### src/rtl/seq_det_sched_pkg.sv
`default_nettype none
// ============================================================================
// Module  : seq_det_sched_pkg
// Purpose : Shared types and constants for the time-shared sequence detector
//           scheduler: channel count, control FSM state encoding, per-channel
//           detector context type and the round-robin pick helper.
// Ports   : none (package)
// Rev     : 1.0  initial release
// ============================================================================
package seq_det_sched_pkg;

  localparam int NCH = 4;

  typedef enum logic [0:0] {
    IDLE  = 1'b0,
    GRANT = 1'b1
  } state_t;

  // Saved Mealy detector state for one channel.
  typedef struct packed {
    logic a;
    logic b;
  } ctx_t;

  // First set request at or after pointer p, wrapping 3 -> 0. Scanning from
  // the farthest position back to p leaves the nearest hit in sel.
  function automatic logic [1:0] rr_pick(input logic [NCH-1:0] r,
                                         input logic [1:0]     p);
    logic [1:0] sel;
    logic [1:0] idx;
    sel = p;
    for (int i = NCH - 1; i >= 0; i--) begin
      idx = p + 2'(i);
      if (r[idx]) sel = idx;
    end
    return sel;
  endfunction

endpackage
`default_nettype wire

### src/rtl/seq_det_sched_if.sv
`default_nettype none
// ============================================================================
// Module  : seq_det_sched_if
// Purpose : Request/data/grant bundle between the requesters and the
//           scheduler.
// Ports   : req[3:0], x_in[3:0] (requester -> scheduler)
//           gnt[3:0], match, match_ch[1:0], busy (scheduler -> requester)
//           modport master = requester side, slave = scheduler side
// Rev     : 1.0  initial release
// ============================================================================
interface seq_det_sched_if
  import seq_det_sched_pkg::*;
  ();

  logic [NCH-1:0] req;
  logic [NCH-1:0] x_in;
  logic [NCH-1:0] gnt;
  logic           match;
  logic [1:0]     match_ch;
  logic           busy;

  modport master (
    output req, x_in,
    input  gnt, match, match_ch, busy
  );

  modport slave (
    input  req, x_in,
    output gnt, match, match_ch, busy
  );

endinterface
`default_nettype wire

### src/rtl/seq_det_sched_core.sv
`default_nettype none
// ============================================================================
// Module  : mealy_det_core
// Purpose : Purely combinational 2-bit Mealy detector step. Given the current
//           context {a,b} and input bit x, produces the next context and y.
// Ports   : i_s (ctx_t) current context, i_x input bit,
//           o_s_next (ctx_t) next context, o_y detector output
// Rev     : 1.0  initial release
// ============================================================================
module mealy_det_core
  import seq_det_sched_pkg::*;
  (
    input  ctx_t i_s,
    input  logic i_x,
    output ctx_t o_s_next,
    output logic o_y
  );

  always_comb begin
    o_y        = (~i_x & i_s.b) | (i_s.a & i_x);
    o_s_next.a = ~i_x & i_s.b;
    o_s_next.b = i_x & ~i_s.a;
  end

endmodule
`default_nettype wire

### src/rtl/seq_det_sched.sv
`default_nettype none
// ============================================================================
// Module  : seq_det_sched
// Purpose : Round-robin scheduler time-sharing one Mealy detector across four
//           serial channels. Each channel keeps its own saved detector
//           context so bursts resume exactly where they left off.
// Ports   : clk  - clock, all state on rising edge
//           rst  - synchronous active-high reset
//           bus  - seq_det_sched_if.slave (req, x_in in; gnt, match,
//                  match_ch, busy out)
// Params  : BURST - max bits consumed per grant (2..16)
// Rev     : 1.0  initial release
// ============================================================================
module seq_det_sched
  import seq_det_sched_pkg::*;
  #(
    parameter int BURST = 8
  ) (
    input  logic            clk,
    input  logic            rst,
    seq_det_sched_if.slave  bus
  );

  localparam int CNT_W = 5;

  state_t         state_q, state_d;
  logic [1:0]     g_q, g_d;
  logic [1:0]     ptr_q, ptr_d;
  logic [CNT_W-1:0] cnt_q, cnt_d;
  logic [NCH-1:0] gnt_q, gnt_d;
  logic           match_q, match_d;
  logic [1:0]     match_ch_q, match_ch_d;
  ctx_t           ctx_q [NCH];
  ctx_t           ctx_d [NCH];

  logic           w_consume;
  logic           w_last;
  logic           w_leave;
  logic [1:0]     w_pick;
  ctx_t           w_det_next;
  logic           w_det_y;

  // A bit is consumed only while granted and the granted channel presents one.
  assign w_consume = (state_q == GRANT) && bus.req[g_q];
  assign w_last    = w_consume && (cnt_q == CNT_W'(BURST - 1));
  assign w_leave   = (state_q == GRANT) && (!bus.req[g_q] || w_last);
  assign w_pick    = rr_pick(bus.req, ptr_q);

  mealy_det_core u_core (
    .i_s      (ctx_q[g_q]),
    .i_x      (bus.x_in[g_q]),
    .o_s_next (w_det_next),
    .o_y      (w_det_y)
  );

  // State register.
  always_ff @(posedge clk) begin
    if (rst) begin
      state_q    <= IDLE;
      g_q        <= 2'd0;
      ptr_q      <= 2'd0;
      cnt_q      <= '0;
      gnt_q      <= '0;
      match_q    <= 1'b0;
      match_ch_q <= 2'd0;
      for (int i = 0; i < NCH; i++) ctx_q[i] <= '0;
    end else begin
      state_q    <= state_d;
      g_q        <= g_d;
      ptr_q      <= ptr_d;
      cnt_q      <= cnt_d;
      gnt_q      <= gnt_d;
      match_q    <= match_d;
      match_ch_q <= match_ch_d;
      for (int i = 0; i < NCH; i++) ctx_q[i] <= ctx_d[i];
    end
  end

  // Next-state logic.
  always_comb begin
    state_d = state_q;
    case (state_q)
      IDLE:    if (|bus.req) state_d = GRANT;
      GRANT:   if (w_leave)  state_d = IDLE;
      default: state_d = IDLE;
    endcase
  end

  // Output and datapath logic.
  always_comb begin
    g_d        = g_q;
    ptr_d      = ptr_q;
    cnt_d      = cnt_q;
    gnt_d      = gnt_q;
    match_d    = 1'b0;
    match_ch_d = match_ch_q;
    for (int i = 0; i < NCH; i++) ctx_d[i] = ctx_q[i];

    case (state_q)
      IDLE: begin
        if (|bus.req) begin
          g_d   = w_pick;
          gnt_d = NCH'(1) << w_pick;
          cnt_d = '0;
        end else begin
          gnt_d = '0;
        end
      end
      GRANT: begin
        if (w_consume) begin
          cnt_d      = cnt_q + CNT_W'(1);
          match_d    = w_det_y;
          match_ch_d = g_q;
          ctx_d[g_q] = w_det_next;
        end
        // Dropping gnt here yields the one-cycle bubble spent in IDLE.
        if (w_leave) begin
          gnt_d = '0;
          ptr_d = g_q + 2'd1;
        end
      end
      default: gnt_d = '0;
    endcase
  end

  assign bus.gnt      = gnt_q;
  assign bus.match    = match_q;
  assign bus.match_ch = match_ch_q;
  assign bus.busy     = (state_q == GRANT);

endmodule
`default_nettype wire

### src/flat_wrapper.sv
// flat-port wrapper written by rule: the top's interface ports become plain ports
module seq_det_sched_flat import seq_det_sched_pkg::*;
#(
    parameter int BURST = 8
  )
  (clk, rst, bus_req, bus_x_in, bus_gnt, bus_match, bus_match_ch, bus_busy);
  seq_det_sched_if bus_i ();
  input  logic clk;
  input  logic rst;
  input wire logic [$bits(bus_i.req)-1:0] bus_req;
  input wire logic [$bits(bus_i.x_in)-1:0] bus_x_in;
  output wire logic [$bits(bus_i.gnt)-1:0] bus_gnt;
  output wire logic [$bits(bus_i.match)-1:0] bus_match;
  output wire logic [$bits(bus_i.match_ch)-1:0] bus_match_ch;
  output wire logic [$bits(bus_i.busy)-1:0] bus_busy;
  assign bus_i.req = bus_req;
  assign bus_i.x_in = bus_x_in;
  assign bus_gnt = bus_i.gnt;
  assign bus_match = bus_i.match;
  assign bus_match_ch = bus_i.match_ch;
  assign bus_busy = bus_i.busy;
  seq_det_sched #(.BURST(BURST)) u_core (.clk(clk), .rst(rst), .bus(bus_i));
endmodule
### config.mk
export PLATFORM = sky130hd
export DESIGN_NAME = seq_det_sched_flat
export DESIGN_NICKNAME = d
export VERILOG_FILES = /design/src/rtl/seq_det_sched_pkg.sv /design/src/rtl/seq_det_sched_if.sv /design/src/rtl/seq_det_sched_core.sv /design/src/rtl/seq_det_sched.sv /design/src/flat_wrapper.sv
export SDC_FILE = /design/constraint.sdc
export NUM_CORES = 1
export LEC_CHECK = 0
export ABC_AREA = 1
export BUFFER_PORTS_ARGS = -buffer_cell sky130_fd_sc_hd__buf_4
export CAP_MARGIN = 10
export CORE_AREA = 2 2 58 60
export DETAILED_ROUTE_END_ITERATION = 12
export DIE_AREA = 0 0 60 62
export PLACE_DENSITY = 0.68
export SLEW_MARGIN = 30
export SYNTH_ARGS = -nofsm -noshare
export SYNTH_HDL_FRONTEND = slang
export SYNTH_HIERARCHICAL = 1
export SYNTH_SLANG_ARGS = --single-unit
### constraint.sdc
create_clock -name clk -period 2.91 [get_ports clk]
set_input_delay 0.1455 -clock clk [delete_from_list [all_inputs] [get_ports clk]]
set_output_delay 0.1455 -clock clk [all_outputs]
set_load 0.05 [all_outputs]
==> summary.txt, run 1 <==
STA
  • Clock Skew: approximately 0.0044 ns
  • Slew @ Worst Pin: 0.433 ns
  • Crit share post-route: 0.586
  • Hold Fails Final Rpt: 0
  • Setup TNS: 0 ns
  • Endpoints failing setup: 0
  • RSZ-0062 raised after global routing: false
  • Fmax achieved: 586 MHz
  • Final Max Slew Viols: 0
  • Rel. slew slack: 0.711
  • Min Tclk post-route: between 1.5 and 2 ns

Detailed routing
  • Initial DRC Count: 47
  • WL final: about 2900 um
  • DR WL/cell: just over 10 um
  • Vias per cell: between 4 and 5
  • DRC: 0
  • Final ANT Viol Nets: 0
  • First drt pass iteration count: 4
  • Vias: 1324

Run
  • Max-cap viol count: 0

Placement
  • Number of port buffers: 17
  • Gpl congestion: approximately 0.84
  • Placed inst area: about 1600 um2
  • Placed cell count: between 200 and 300
  • Detailed placer's ending HPWL: between 2000 and 2500 um

Setup path
  • Highest net fanout along the worst path: 11
  • Startpoint types: register
  • CP Class: reg -> reg
  • Worst path required time: 3.18 ns
  • Critical path endpoint category: register
  • Worst Path Arrival: 1.98 ns

Cells and area
  • N_diodes: 0
  • Nets: 251
  • Final instance area: ~1700 um2
  • Layout cells sized above 1: 0.238
  • Syn-to-layout area delta: 12.6%
  • Fill cell count: between 300 and 400
  • Layout Cells excl Fill: 281

Global route
  • Initial antenna violation count: 0
  • Global route total overflow: 0
  • Grt peak-use layer: met2
  • Vias in the first global route: between 1000 and 1500
  • Grt met2 use: 0.273
  • Largest net degree at the start of global routing: 17
  • Grt met3 use: 0.0331
  • Met1 GRT Util: 0.230
  • First-pass GRT wire length: about 4800 um
  • Gr usage total: 0.166

Floorplan
  • Die area: 3720 um2
  • Row cnt: 21
  • I/O pin cnt: 18
  • Initial Util: 0.464
  • Core footprint: between 3000 and 4000 um2
  • Die W: ~60 um
  • Die H: 62 um

Logic synthesis
  • Asr flop ratio synth: 0
  • Post-synth EDFFs: 0
  • Mean Syn Cell Area: roughly 6.8 um2
  • Top cell type's share of synthesized area: 0.367
  • Count of cell types in the netlist: 24
  • Synth warn: 6
  • Cell area after synthesis: approximately 1500 um2
  • Cell taking the most area after synthesis: dfxtp_1
  • Seq/Total Area, Yosys: 0.367
  • #FFs+latches synth: 27
  • Synth Net Count: around 230
  • Largest cells by area after synthesis: dfxtp_1 37%, nand2_1 11%, nand2_2 7.6%, nor2_1 7.1%, o21ai_0 6.1%
  • Ys flop type: dfxtp_1
  • Mapped Cells: approximately 220

Clocking
  • Clk_lat worst skew: roughly 0.32 ns
  • Num CTS Buffers: 3
  • Clock slew at reported path FFs: 0.15 ns
  • Clock Tree Buf Depth: 2
  • PostCTS Resize Cnt: 0
  • Clock sink total: 27
  • Postcts setup bufs: 0
  • Clock Tree Root: clkbuf_4
  • CTS tree: built
  • H-Tree Depth: 1
  • # hold bufs at CTS: 0

Pwr
  • PD cells: about 600 nW/um2
  • Worst vdd ir: slightly below 500 uV
  • Leakage Power: 0.788 nW

Status
  • Status: completed

Hold path
  • Worst min path class: in -> reg
-- placed cells by master, fill, tap and decap left out, drive strengths merged --
master | synthesis | routed
buf | 3 | 17
nor2 | 29 | 29
inv | 28 | 28
clkinv | 1 | 1
clkbuf | 1 | 3
nand3 | 11 | 11
clkinvlp | 0 | 1
a21oi | 16 | 16
nor4 | 1 | 1
dfxtp | 27 | 27
o22ai | 3 | 3
nand2 | 63 | 63
o21ai | 26 | 26
nand4 | 2 | 2
ha | 5 | 5
nor3 | 1 | 1
and2 | 1 | 1
-- logic make-up (layout without fill, tap and decap cells) --
group	Yosys count	in the layout	synth area share
buffers and inverters	33	50	0.0951
AND/OR/NAND/NOR	108	108	0.338
AO/OA/AOI/OAI	45	45	0.158
adder cells (fa/ha/maj)	5	5	0.0424
flip-flops	27	27	0.367
-- cells in the mapped netlist, types with 2 or more instances --
cell and n:
buf_6 2, nand2_2 18, nor2_1 28, inv_1 18, nand4_1 2, nand3_1 9, nand3_2 2, inv_2 10
o22ai_1 3, a21oi_1 16, nand2_1 44, ha_1 5, dfxtp_1 27, o21ai_0 18, o21ai_1 7
-- sequential cells by signal, indices dropped and copies added, names as in the netlist, named ones only --
signal / cells
u_core/bus.busy: 1
u_core/bus.gnt: 4
u_core/bus.match: 1
u_core/bus.match_ch: 2
u_core/cnt_q: 5
u_core/ctx_q: 8
u_core/g_q: 2
u_core/ptr_q: 2
-- metal layers --
metal | up-vias | wire, um
met4 | 0 | 0
li1 | 731 | -
met3 | 0 | 71
met1 | 577 | 1470
met5 | - | 0
met2 | 16 | 1320
-- report_power, final --
group	internal [mW]	switching (mW)	total, mW
Sequential	0.409	0.0400	0.449
Combinational	0.130	0.262	0.392
Clock	0.0525	0.115	0.168
Total	0.591	0.417	1.01
-- critical path: stages (launching register included) --
cell	delay [ns]
dfxtp_1	0.62
inv_2	0.16
nand2_1	0.11
and2_4	0.14
nand2_2	0.06
nand2_2	0.06
clkinv_2	0.07
nand2_2	0.08
nand2_2	0.05
nand2_2	0.09
nand3_1	0.08
a21oi_1	0.13
-- final timing paths --
| path | start | slack [ns] | depth (start not counted) | endpoint |
|---|---|---|---|---|
| max | u_core/ptr_q[0] | 1.20 | 11 | u_core/bus.gnt[1] |
| min | rst | 0.04 | 2 | u_core/bus.match |
| max reg2reg | u_core/ptr_q[0] | 1.20 | 11 | u_core/bus.gnt[1] |
| min reg2reg | u_core/bus.gnt[2] | 0.48 | 2 | u_core/bus.gnt[2] |
-- area by class of cell --
class	instances	area [um2]	area share
clock buffers	3	22.5	0.0136
clock inverters	1	7.51	0.00452
inverters	29	110	0.0664
multi-input cells	158	793	0.478
flip-flops and latches	27	541	0.326
well taps	46	57.6	0.0347
repair buffers	17	128	0.0769
-- metrics by stage --
| stage | hold WS (ns) | setup WS (ns) | power, mW | utilization |
|---|---|---|---|---|
| floorplan | 0.435 | 1.51 | 0.765 | - |
| global placement | 0.403 | 1.31 | 0.846 | 0.512 |
| detailed placement | 0.400 | 1.27 | 0.847 | 0.512 |
| CTS | 0.0298 | 1.22 | 1.01 | 0.522 |
| global route | 0.0129 | 0.985 | 1.09 | 0.522 |
| finish | 0.0431 | 1.20 | 1.01 | 0.522 |
Note: power is estimated with default switching activity, not from simulation.
==> inputs of run 2 (changes only) <==
--- a/config.mk
+++ b/config.mk
@@ -11,7 +11,7 @@
 export CORE_AREA = 2 2 58 60
 export DETAILED_ROUTE_END_ITERATION = 12
 export DIE_AREA = 0 0 60 62
-export PLACE_DENSITY = 0.68
+export PLACE_DENSITY = 0.7
 export SLEW_MARGIN = 30
 export SYNTH_ARGS = -nofsm -noshare
 export SYNTH_HDL_FRONTEND = slang
==> constraint.sdc (replaced) <==
create_clock -name clk -period 1.38 [get_ports clk]
set_input_delay 0.069 -clock clk [delete_from_list [all_inputs] [get_ports clk]]
set_output_delay 0.069 -clock clk [all_outputs]
set_load 0.05 [all_outputs]
==> run 2 against run 1 <==
Net effect:
- the run now ends with negative setup slack left
- fmax up 12%
- highest routed layer is now met4
- die area did not move
- sequential cell count unchanged
==> summary.txt, run 2 (synthesis results as in run 1) <==
Cells and area
  • Largest register FFs: 8 (unchanged)
  • Syn-to-layout area delta: 34.5%
  • Fill cell count: 277 (-17%)
  • Commonest non-fill, non-tap cell in the layout: nand2_2
  • Reg with most FFs: u_core/ctx_q
  • Layout cells sized above 1: 0.422 (+0.184)
  • N_diodes: 0 (unchanged)
  • Final instance area: 1980 um2 (+20%)
  • Most frequent cells in the layout: 30 x nand2_2, 29 x buf_4, 28 x nand2_1
  • Nets: 267 (+6.4%)

Pwr
  • PD cells: 1250 nW/um2 (+100%)
  • Worst vdd ir: 1030 uV (+110%)
  • Leakage Power: 0.908 nW (+15%)

Detailed routing
  • First drt pass iteration count: 4 (unchanged)
  • DRC: 0 (unchanged)
  • Initial DRC Count: 51 (+8.5%)
  • Final ANT Viol Nets: 0 (unchanged)
  • DR WL/cell: 11.8 um (+16%)
  • Vias per cell: 4.88 (+3.5%)
  • WL final: 3500 um (+22%)
  • Vias: 1449 (+9.4%)

Global route
  • First-pass GRT wire length: 5410 um (+13%)
  • Global route total overflow: 0 (unchanged)
  • Gr usage total: 0.195 (+0.0285)
  • Vias in the first global route: 1307 (+19%)
  • Largest net degree at the start of global routing: 17 (unchanged)
  • Initial antenna violation count: 0 (unchanged)

Setup path
  • CP Class: reg -> reg
  • Worst Path Arrival: 1.79 ns (-0.19 ns)
  • Worst path required time: 1.65 ns (-1.53 ns)
  • Startpoint types: register
  • Critical path endpoint category: register
  • Highest net fanout along the worst path: 6 (-5)

Floorplan
  • Die W: 60 um (unchanged)
  • Initial Util: 0.464 (unchanged)
  • Core footprint: 3180 um2 (unchanged)
  • Die area: 3720 um2 (unchanged)
  • Row cnt: 21 (unchanged)
  • Die H: 62 um (unchanged)
  • I/O pin cnt: 18 (unchanged)

Status
  • Status: finished, violations left
  • Failing checks: negative setup slack

STA
  • Post-route worst setup slack: -0.147 ns (-1.35 ns)
  • Setup TNS: -0.686 ns (-0.686 ns)
  • Endpoints failing setup: 9 (+9)
  • Hold slack: 0.264 ns (+0.221 ns)
  • Hold Fails Final Rpt: 0 (unchanged)
  • Fmax achieved: 655 MHz (+12%)
  • RSZ-0062 raised after global routing: true
  • Final Max Slew Viols: 0 (unchanged)
  • Slew @ Worst Pin: 0.388 ns (-0.0450 ns)
  • Crit share post-route: 1.11 (+0.521)
  • Clock Skew: 0.0180 ns (+0.0136 ns)
  • Min Tclk post-route: 1.53 ns (-0.178 ns)
  • Rel. slew slack: 0.741 (+0.0301)

Placement
  • Placed inst area: 1750 um2 (+7.6%)
  • Number of port buffers: 17 (unchanged)
  • Gpl congestion: 0.911 (+7.9%)
  • Detailed placer's ending HPWL: 2460 um (+13%)

Hold path
  • Worst min path class: in -> reg

Clocking
  • Clock sink total: 27 (unchanged)
  • Clk_lat worst skew: 0.34 ns (+0.02 ns)
  • Num CTS Buffers: 3 (unchanged)
  • Clock Tree Root: clkbuf_4
  • Clock slew at reported path FFs: 0.16 ns (about the same)
  • Clock Tree Buf Depth: 2 (unchanged)
  • CTS tree: built
  • H-Tree Depth: 1 (unchanged)

Run
  • Max-cap viol count: 0 (unchanged)
## run 2: per-stage QoR
step | setup slack (ns) | power, mW | cells | utilization
detailed placement | -0.0328 | 1.90 | 290 | 0.551
CTS | -0.0184 | 2.31 | 295 | 0.573
global placement | -0.0530 | 1.89 | 290 | 0.551
finish | -0.147 | 2.47 | 297 | 0.624
floorplan | 0.0879 | 1.61 | 218 | -
global route | -0.266 | 2.62 | 297 | 0.624
## run 2: power breakdown
| part | total [mW] | leakage [nW] | switching [mW] | internal, mW |
|---|---|---|---|---|
| Combinational | 1.17 | 0.672 | 0.717 | 0.453 |
| Sequential | 0.940 | 0.223 | 0.0705 | 0.869 |
| Clock | 0.360 | 0.0139 | 0.249 | 0.111 |
## run 2: final cells by class
cell class	count	area (um2)	share of cell area
Timing Repair Buffer	33	293	0.148
Multi-Input combinational cell	158	920	0.464
Inverter	29	131	0.0662
Clock inverter	1	7.51	0.00379
Clock buffer	3	22.5	0.0114
Tap cell	46	57.6	0.0290
Sequential cell	27	552	0.278
## run 2: final timing paths
path / end / depth (start not counted) / slack, ns / startpoint
min reg2reg: u_core/cnt_q[4] / 2 / 0.48 / u_core/cnt_q[4]
max reg2reg: u_core/bus.gnt[3] / 12 / -0.15 / u_core/ptr_q[0]
max: u_core/bus.gnt[3] / 12 / -0.15 / u_core/ptr_q[0]
min: u_core/bus.match / 7 / 0.26 / bus_x_in[0]
## run 2: metal layers
layer / track usage / wire [um] / vias to the layer above
met2: 0.349 / 1750 / 33
li1: - / - / 764
met3: 0.0393 / 148 / 6
met4: 0.0698 / 51 / 0
met5: 0 / 0 / -
met1: 0.230 / 1550 / 646
## run 2: what timing repair did
action                                 4_1_cts  5_1_grt
pin swaps                                    0        6
resized for setup                           11       41
setup endpoints to repair                   18       25
setup buffers                                0        1
cloned                                       0        1
endpoints found under the hold margin        7        0
hold buffers                                 1        0
## run 2: worst max-delay path: stages (launching register included)
cell and delay [ns]:
dfxtp_4 0.40, buf_12 0.13, clkinv_8 0.07, nand2_2 0.08, and2_4 0.14, nand2_2 0.06
nand2_2 0.09, clkinv_4 0.07, nand2_4 0.06, nand2_2 0.05, nand2_2 0.07, nand3_1 0.09
a21oi_1 0.16
==> inputs of run 3 (changes only) <==
--- a/config.mk
+++ b/config.mk
@@ -8,10 +8,10 @@
 export ABC_AREA = 1
 export BUFFER_PORTS_ARGS = -buffer_cell sky130_fd_sc_hd__buf_4
 export CAP_MARGIN = 10
-export CORE_AREA = 2 2 58 60
+export CORE_AREA = 2 2 52 66
 export DETAILED_ROUTE_END_ITERATION = 12
-export DIE_AREA = 0 0 60 62
-export PLACE_DENSITY = 0.7
+export DIE_AREA = 0 0 54 68
+export PLACE_DENSITY = 0.79
 export SLEW_MARGIN = 30
 export SYNTH_ARGS = -nofsm -noshare
 export SYNTH_HDL_FRONTEND = slang
==> run 3 against run 2 <==
Net effect:
- the flow still finishes with violations (negative setup slack)
- setup slack gained 0.090 ns
- sequential share of layout area grew 0.16 points
- fmax grew 6.2%
==> summary.txt, run 3 (synthesis results as in run 1) <==
Clocking
  • H-Tree Depth: 1 (unchanged)
  • Num CTS Buffers: 3 (unchanged)
  • Clk_lat worst skew: 0.27 ns (-0.07 ns)
  • Clock sink total: 27 (unchanged)
  • CTS tree: built
  • Clock Tree Buf Depth: 2 (unchanged)
  • Clock slew at reported path FFs: 0.09 ns (-0.07 ns)
  • Clock Tree Root: clkbuf_8

Floorplan
  • Core footprint: 3110 um2 (-2.2%)
  • Die area: 3670 um2 (-1.3%)
  • Die W: 54 um (-10%)
  • Die H: 68 um (+9.7%)
  • Initial Util: 0.474 (+0.0106)
  • I/O pin cnt: 18 (unchanged)
  • Row cnt: 23 (+9.5%)

STA
  • Endpoints failing setup: 6 (-3)
  • RSZ-0062 raised after global routing: true
  • Post-route worst setup slack: -0.0575 ns (+0.0898 ns)
  • Rel. slew slack: 0.696 (-0.0447)
  • Crit share post-route: 1.04 (-0.0651)
  • Hold slack: 0.0416 ns (-0.223 ns)
  • Fmax achieved: 696 MHz (+6.2%)
  • Clock Skew: 0.00521 ns (-0.0128 ns)
  • Hold Fails Final Rpt: 0 (unchanged)
  • Slew @ Worst Pin: 0.455 ns (+0.0670 ns)
  • Final Max Slew Viols: 0 (unchanged)
  • Min Tclk post-route: 1.44 ns (-0.0898 ns)
  • Setup TNS: -0.182 ns (+0.504 ns)

Detailed routing
  • First drt pass iteration count: 4 (unchanged)
  • Vias per cell: 5.21 (+6.8%)
  • Initial DRC Count: 43 (-16%)
  • Final ANT Viol Nets: 0 (unchanged)
  • DRC: 0 (unchanged)
  • DR WL/cell: 12.0 um (+1.5%)
  • WL final: 3450 um (-1.6%)
  • Vias: 1500 (+3.5%)

Hold path
  • Worst hold path startpoint: rst
  • Worst min path class: in -> reg
  • Hold path depth: 2 (-5)

Pwr
  • Final Power: 2.56 mW (+3.6%)
  • Leakage Power: 0.929 nW (+2.2%)
  • PD cells: 1300 nW/um2 (+4.2%)
  • Worst vdd ir: 802 uV (-22%)

Cells and area
  • Layout cells sized above 1: 0.430 (+0.00797)
  • Fill cell count: 280 (+1.1%)
  • Layout Cells excl Fill: 288 (-3.0%)
  • Syn-to-layout area delta: 33.8%
  • N_diodes: 0 (unchanged)
  • Final instance area: 1970 um2 (-0.57%)
  • Largest register FFs: 8 (unchanged)
  • Reg with most FFs: u_core/ctx_q
  • Most frequent cells in the layout: 31 x nand2_1, 30 x buf_4, 26 x nor2_1
  • Nets: 267 (unchanged)
  • Final design utilization: 0.634 (+0.0107)
  • Commonest non-fill, non-tap cell in the layout: nand2_1

Placement
  • Gpl congestion: 0.895 (-1.7%)
  • Number of port buffers: 17 (unchanged)
  • Placed cell count: 276 (-4.8%)
  • Placed inst area: 1680 um2 (-4.2%)
  • Detailed placer's ending HPWL: 2340 um (-4.8%)
  • Pre-CTS setup slack: -0.0998 ns (-0.0670 ns)

Setup path
  • Highest net fanout along the worst path: 8 (+2)
  • Worst Path Arrival: 1.65 ns (-0.14 ns)
  • Worst path required time: 1.59 ns (-0.06 ns)
  • Critical path endpoint category: register
  • Register-to-Register Path Depth: 10 (-2)
  • CP startpoint: u_core/ptr_q[0]
  • Reg-to-Reg Start: u_core/ptr_q[0]
  • CP Class: reg -> reg
  • Startpoint types: register

Global route
  • Vias in the first global route: 1298 (-0.69%)
  • First-pass GRT wire length: 5150 um (-4.8%)
  • Gr usage total: 0.187 (-0.00767)
  • Initial antenna violation count: 0 (unchanged)
  • Largest net degree at the start of global routing: 16 (-1)
  • Global route total overflow: 0 (unchanged)

Status
  • Failing checks: negative setup slack
  • Status: finished, violations left

Run
  • Max-cap viol count: 0 (unchanged)
run 3: cell types whose count changed in the layout (fill, tap and decap cells not counted), moves of 3 or more:
cell | previous run | this run
nand2_4 | 5 | 8
dfxtp_2 | 6 | 3
o21ai_0 | 14 | 10
o21ai_2 | 1 | 6
clkbuf_8 | 0 | 3
nand2_1 | 28 | 31
clkbuf_4 | 3 | 0
nand2_2 | 30 | 24
run 3: layer usage:
| metal | track usage | vias to the layer above | wire [um] | part of all wire |
|---|---|---|---|---|
| li1 | - | 767 | - | - |
| met1 | 0.202 | 696 | 1410 | 0.41 |
| met2 | 0.351 | 29 | 1860 | 0.54 |
| met3 | 0.0328 | 8 | 92 | 0.027 |
| met4 | 0.0719 | 0 | 77 | 0.022 |
| met5 | 0 | - | 0 | 0 |
run 3: final cells by class:
cell class | instances | area [um2] | area share
well taps | 37 | 46.3 | 0.0235
multi-input cells | 158 | 942 | 0.478
repair buffers | 33 | 263 | 0.133
flip-flops and latches | 27 | 552 | 0.280
inverters | 29 | 124 | 0.0628
clock buffers | 4 | 45.0 | 0.0228
run 3: final timing paths:
kind | slack (ns) | end
max reg2reg | -0.06 | u_core/bus.gnt[2]
min reg2reg | 0.47 | u_core/bus.gnt[3]
max | -0.06 | u_core/bus.gnt[2]
min | 0.04 | u_core/bus.gnt[1]
run 3: repair_timing:
item / in CTS / in global routing
hold buffers: 0 / 0
pin swaps: 2 / 23
resized for setup: 10 / 57
cloned: 0 / 0
endpoints found under the setup margin: 17 / 21
setup buffers: 1 / 7
run 3: power by group:
part | internal (mW) | total (mW) | switching [mW]
Sequential | 0.868 | 0.939 | 0.0712
Clock | 0.207 | 0.449 | 0.242
Combinational | 0.442 | 1.17 | 0.728
Total | 1.52 | 2.56 | 1.04
run 3: worst max-delay path, stage by stage, from the launching register on:
cell and delay, ns:
dfxtp_2 0.35, buf_8 0.14, nand2_4 0.07, nand3_1 0.17
nand2_4 0.13, clkinv_4 0.07, nand2_4 0.07, nand2_1 0.07
nand2_2 0.09, nand3_2 0.07, a21oi_2 0.14
